$ cat src/rtl/irom_sram_reader.sv
// Fetch-side read controller for two parallel 16-bit async SRAMs. It runs a fixed-wait
// read cycle per word miss and returns the assembled 32-bit instruction with completion flags.
module irom_sram_reader #(
    parameter int WAIT_CYCLES = 2,
    parameter int ADDR_W      = 20
) (
    input  logic              clk,
    input  logic              rst,
    input  logic              read_ce,
    input  logic [31:0]       irom_addr,
    output logic [31:0]       rom_inst,
    output logic              rfin_c,
    output logic              rfin_d,
    output logic [ADDR_W-1:0] sram_addr,
    output logic              sram_ce_n,
    output logic              sram_oe_n,
    output logic              sram_we_n,
    input  logic [15:0]       rdata_a,
    input  logic [15:0]       rdata_b,
    output logic [1:0]        dbg_state
);

    // Handshake: the fetch stage holds read_ce and irom_addr steady for the whole fetch;
    // the word is delivered in any cycle where rfin_c/rfin_d are high, and only for the
    // address presented in that same cycle (flags are combinational on read_ce and hit).
    typedef enum logic [1:0] {
        IDLE   = 2'd0,
        ACCESS = 2'd1,
        DONE   = 2'd2
    } state_t;

    localparam logic [3:0] LAST_CNT = 4'(WAIT_CYCLES - 1);

    state_t              state_q, state_d;
    logic [ADDR_W-1:0]   addr_q, addr_d;
    logic [3:0]          cnt_q, cnt_d;
    logic [31:0]         inst_q, inst_d;

    logic [ADDR_W-1:0]   word_addr;
    logic                hit;
    logic                unused_bits;

    assign word_addr   = irom_addr[ADDR_W+1:2];
    assign hit         = (word_addr == addr_q);
    assign unused_bits = ^{irom_addr[1:0], irom_addr[31:ADDR_W+2]};

    always_comb begin
        state_d = state_q;
        addr_d  = addr_q;
        cnt_d   = cnt_q;
        inst_d  = inst_q;
        case (state_q)
            IDLE: begin
                if (read_ce) begin
                    addr_d  = word_addr;
                    cnt_d   = 4'd0;
                    state_d = ACCESS;
                end
            end
            ACCESS: begin
                if (!read_ce) begin
                    state_d = IDLE;
                end else if (!hit) begin
                    // Retarget restarts the wait so a partial read is never captured.
                    addr_d = word_addr;
                    cnt_d  = 4'd0;
                end else if (cnt_q == LAST_CNT) begin
                    inst_d  = {rdata_b, rdata_a};
                    state_d = DONE;
                end else begin
                    cnt_d = cnt_q + 4'd1;
                end
            end
            DONE: begin
                if (!read_ce) begin
                    state_d = IDLE;
                end else if (!hit) begin
                    addr_d  = word_addr;
                    cnt_d   = 4'd0;
                    state_d = ACCESS;
                end
            end
            default: state_d = IDLE;
        endcase
    end

    always_ff @(posedge clk or negedge rst) begin
        if (!rst) begin
            state_q <= IDLE;
            addr_q  <= '0;
            cnt_q   <= '0;
            inst_q  <= '0;
        end else begin
            state_q <= state_d;
            addr_q  <= addr_d;
            cnt_q   <= cnt_d;
            inst_q  <= inst_d;
        end
    end

    // Strobes decode straight from the state flop so an async reset releases the SRAM at once.
    assign sram_ce_n = (state_q != ACCESS);
    assign sram_oe_n = (state_q != ACCESS);
    assign sram_we_n = 1'b1;
    assign sram_addr = addr_q;
    assign rom_inst  = inst_q;
    assign rfin_c    = (state_q == DONE) && read_ce && hit;
    assign rfin_d    = rfin_c;
    assign dbg_state = state_q;

endmodule

$ cat config.mk
export PLATFORM = sky130hd
export DESIGN_NAME = irom_sram_reader
export DESIGN_NICKNAME = d
export VERILOG_FILES = /design/src/rtl/irom_sram_reader.sv
export SDC_FILE = /design/constraint.sdc
export NUM_CORES = 1
export LEC_CHECK = 0
export CORE_UTILIZATION = 42
export CTS_BUF_LIST = sky130_fd_sc_hd__clkbuf_8
export CTS_CLUSTER_DIAMETER = 150
export DETAILED_ROUTE_END_ITERATION = 8
export HOLD_SLACK_MARGIN = 0.02
export PLACE_DENSITY = 0.88
export SLEW_MARGIN = 20
export SYNTH_ARGS = -nofsm -noshare
export SYNTH_HDL_FRONTEND = slang
export SYNTH_SLANG_ARGS = --single-unit
$ cat constraint.sdc
create_clock -name clk -period 2.8 [get_ports clk]
set_input_delay 0.42 -clock clk [delete_from_list [all_inputs] [get_ports clk]]
set_output_delay 0.42 -clock clk [all_outputs]
set_load 0.01 [all_outputs]
Word level (Yosys, flattened, before mapping)
Cells that the tools add are included.
- add/subtract/negate cells: 1
- equality and inequality tests: 15
- mux-type cells: 18
- reduce and logical (&&, ||, !) cells: 10
- operators by type and width (kind ; number):
    $mux W20 ; 3
    $pmux W20 S2 ; 1
    $mux W4 ; 6
    $eq A20 B20 Y1 ; 1
    $mux W2 ; 6
    $ne A3 B3 Y1 const B ; 4
    $pmux W4 S3 ; 1
    $reduce_and A4 Y1 ; 3
    $ne A2 B2 Y1 const B ; 5
    $pmux W2 S3 ; 1
    $reduce_and A6 Y1 ; 1
    $add A4 B1 Y4 const B ; 1
    $eq A4 B1 Y1 const B ; 1
    $ne A2 B1 Y1 const B ; 2
    $reduce_bool A3 Y1 ; 1
    $eq A2 B1 Y1 const B ; 1
    $eq A2 B2 Y1 const B ; 1
    $logic_and A1 B1 Y1 ; 2
    $logic_not A2 Y1 ; 1
    $reduce_bool A2 Y1 ; 1
    $reduce_or A2 Y1 ; 1
- flip-flop bits (word level): 58
- input port bits: 67
- output and inout port bits: 59
- word-level logic and storage cells: 48

Longest topological paths before layout
- word-level depth: 5
- depth in mapped cells: 7
- gate-level depth less buffers: 7

Worst setup path before layout
No wires, ideal clock.
- path kind: reg-to-output
- from: register addr_q[19] (netlist: sram_addr[19])
- to: output rfin_d
- arrival: 1.712 ns
- data required time: 2.380 ns
- slack: 0.668 ns
- stages on the path, launching flop included: 6
- path buffers: 1
- cell sequence: dfrtp_1 > xor2_1 > nor4_1 > nand3_1 > nor3_1 > buf_4
- longest elaborated chain between the ends: 2
- ends and longest elaborated chain (element ; RTL line ; RTL):
    start: declaration ; 35 ; logic [ADDR_W-1:0] addr_q, addr_d;
    start signal: assignment ; 95 ; addr_q <= addr_d;
    $eq A20 B20 Y1 ; 44 ; assign hit = (word_addr == addr_q);
    $logic_and A1 B1 Y1 ; 107 ; assign rfin_c = (state_q == DONE) && read_ce && hit;
    end: declaration ; 13 ; output logic rfin_d,
No other way between the ends.

Final worst setup path
- from: input irom_addr[16]
- to: output rfin_d
- longest elaborated chain between the ends: 2
- ends and longest elaborated chain (element ; RTL line ; RTL):
    start: declaration ; 10 ; input logic [31:0] irom_addr,
    $eq A20 B20 Y1 ; 44 ;
    $logic_and A1 B1 Y1 ; 107 ;
No other way between the ends.

==> results by group <==
Synth
  – Net Count, Synth: 274
  – Synth async-reset ratio: 100%
  – Seq/Total Area, Yosys: between 50% and 60%
  – Top-count cell post-synth: dfrtp_1
  – Dominant cells by area after synthesis: dfrtp_1 54%, mux2_2 21%, xor2_1 6.5%, ha_1 2.8%, a22o_1 1.3%
  – EDFF count, synth: 0
  – Commonest register cell after synthesis: dfrtp_1
  – Post-synthesis cell count: about 200
  – Ys Warns: 0
  – Post-synth top cells: 58 x dfrtp_1, 50 x mux2_2, 20 x xor2_1
  – Syn Area/Cell: around 13 um2
  – Synthesized area: 2700 um2
  – #FFs+latches synth: 58
  – Post-synth cell types: 34
  – Top cell type's share of synthesized area: 53.8%
  – Cell taking the most area after synthesis: dfrtp_1

Setup path
  – Worst setup startpoint: irom_addr[16]
  – Critical path fanouts, max: 2
  – Crit path largest cell delay: 0.44 ns
  – Crit path to: rfin_d
  – CP bufs+invs: 4
  – Worst EP arrival: 2.24 ns
  – Cell family with most CP delay: buffers and inverters
  – Cell repeated most along the worst path: buf_4
  – R2r setup slk: ~0.52 ns
  – Worst r2r path cells: 8
  – Startpoint Class: input port
  – Reg2reg start: sram_addr[14]
  – Worst path required time: approximately 2.4 ns
  – CP Capture Type: primary output
  – Levels on crit path: 8
  – CP Class: in2out
  – RR Endpoint: rom_inst[27]
  – Critical path cell sequence: clkdlybuf4s50_1, xor2_1, nor4_2, buf_4, nand2_1, nor3_2, buf_4, dlygate4sd2_1
  – Crit path max-delay cell type: clkdlybuf4s50_1

Timing
  – F_max: between 300 and 400 MHz
  – Final TNS setup: 0 ns
  – Tmin final: 2.66 ns
  – RSZ-0062 raised after global routing: no
  – Final Hold Fails: 0
  – Max Slew Vio Count: 0
  – Slew Limit Headroom: 65.4%
  – Fin worst setup slack: 0.143 ns
  – Final setup fails: 0
  – Tightest Pin Transition: 0.515 ns
  – Final period util: 94.9%
  – Clock Skew: 0.00480 ns

CTS
  – CTS tree: done
  – Root Buffer: clkbuf_8
  – Clock-pin slew on the worst setup and hold paths: ~0.060 ns
  – Clk_lat worst skew: about 0.33 ns
  – CTS Buf Count: 9
  – Clk sinks: 58
  – H-tree levels: 3
  – Clk buf depth: 2

Power
  – Static Leak: 1.86 nW
  – P per Cell Area: 583 nW/um2
  – Worst vdd ir: 0.342 mV

Final layout
  – Nets@finish: 397
  – Number of diodes: 0
  – Synthesis-to-finish area growth: 53.2%
  – Share of layout cells above drive strength 1: 24.2%
  – Filler cell count: 459
  – Design area: 4130 um2
  – Post-Layout Cell Count: ~400

Placement
  – Pre-CTS setup slack: -0.137 ns
  – Placed Cells: slightly below 400
  – IO buf count: between 100 and 150
  – Area after DPL: between 3000 and 4000 um2
  – DPL Wire Length: 4240 um
  – RD Place Congestion: 0.783

Detailed routing
  – Remaining antenna violation count after routing: 0
  – Average wire per standard cell: 14.5 um
  – Initial drt markers: 94
  – Vias: 2035
  – First drt pass iteration count: 4
  – DRT Wirelength: 5810 um
  – Drc violations: 0
  – Drt via density: 5.06

Global route
  – Remaining global-route overflow: 0
  – Initial antenna violation count: 0
  – Vias in the first global route: 2040
  – GR Util All Layers: roughly a fifth
  – First-pass GRT wire length: 9350 um
  – Largest net degree at the start of global routing: 34

Floorplanning
  – Core area: approximately 6100 um2
  – Initial core utilization: 44.5%
  – Die ar.: 6750 um2
  – Die width: 82.1 um
  – Top Ports: ~130
  – Site Rows: 28
  – Die H: 82.1 um

Status
  – Status: finished, final reports clean

Worst hold path
  – Hold Crit Class: in2async

Flow run
  – Maximum capacitance violations: 0
worst register-to-register path, cell delays in order (launching register included):
cell and delay (ns):
dfrtp_1 0.40, xor2_1 0.18, nor4_2 0.34, buf_4 0.17
nand2_1 0.08, buf_4 0.18, nor3_4 0.21, buf_12 0.23
mux2_2 0.37
power by group:
| part | total, mW | internal, mW | leakage, nW | switching [mW] |
|---|---|---|---|---|
| Sequential | 0.992 | 0.918 | 0.763 | 0.0734 |
| Combinational | 0.657 | 0.395 | 0.991 | 0.262 |
| Clock | 0.759 | 0.446 | 0.101 | 0.312 |
| Total | 2.41 | 1.76 | 1.86 | 0.647 |
per-stage QoR:
step	util, %	hold WS, ns	total power, mW
6_report	68.2	0.0964	2.41
5_1_grt	68.2	0.126	2.54
4_1_cts	68.2	0.103	2.43
3_5_place_dp	64.8	0.458	1.66
3_3_place_gp	64.8	0.455	1.64
2_1_floorplan	-	0.124	1.32
how the worst min path moves through the flow:
stage	end	slack (ns)	cells after the start
2_1_floorplan	cnt_q[0]	0.12	0
3_3_place_gp	dbg_state[1]	0.46	2
3_5_place_dp	sram_addr[18]	0.46	2
4_1_cts	sram_addr[18]	0.10	2
5_1_grt	sram_addr[16]	0.13	2
6_report	sram_addr[18]	0.1	2
logic make-up (layout without fill, tap and decap cells):
logic type / after synthesis / in the layout / synth area share [%]
xor gates and xnor gates: 20 / 20 / 6.49
other: 1 / 1 / 0.139
and+or+nand+nor: 31 / 31 / 6.45
DFF: 58 / 58 / 53.8
adders and majority gates: 6 / 6 / 2.78
muxes: 53 / 53 / 22.1
AOI/OAI and AO/OA: 18 / 18 / 4.96
buffers and inverters: 14 / 140 / 3.29
flip-flops by register name (all words and copies together), names as in the netlist:
name,count
rom_inst,32
sram_addr,20
cnt_q,4
dbg_state,2
per-layer routing:
layer / GRT usage, % / wire length [um]
met1: 23.2 / 2440
met2: 30.7 / 2810
met3: 6.92 / 483
met4: 7.37 / 68
met5: 0 / 0
layout make-up:
cell class              instances  area (um2)  area share, %
repair buffers                120        1200           29.0
inverters                       6        22.5          0.545
multi-input cells             129        1170           28.4
flip-flops and latches         58        1450           35.1
clock buffers                  11         151           3.66
clock inverters                 3        40.0          0.969
well taps                      75        93.8           2.27
timing repair:
action	4_1_cts	5_1_grt
hold buffers	0	0
gates resized for setup	5	0
endpoints found under the setup margin	2	0
setup buffers	0	0
layout by cell type (no fill, tap or decap), types with 4 or more instances in the layout:
cell	n
ha_1	6
clkdlybuf4s50_1	109
nand2_1	5
nand3_1	4
nor2_1	4
mux2_2	50
xor2_1	20
clkbuf_8	11
buf_4	6
inv_1	6
a22o_1	4
dfrtp_1	58
Power figures use the tool's default switching activity.
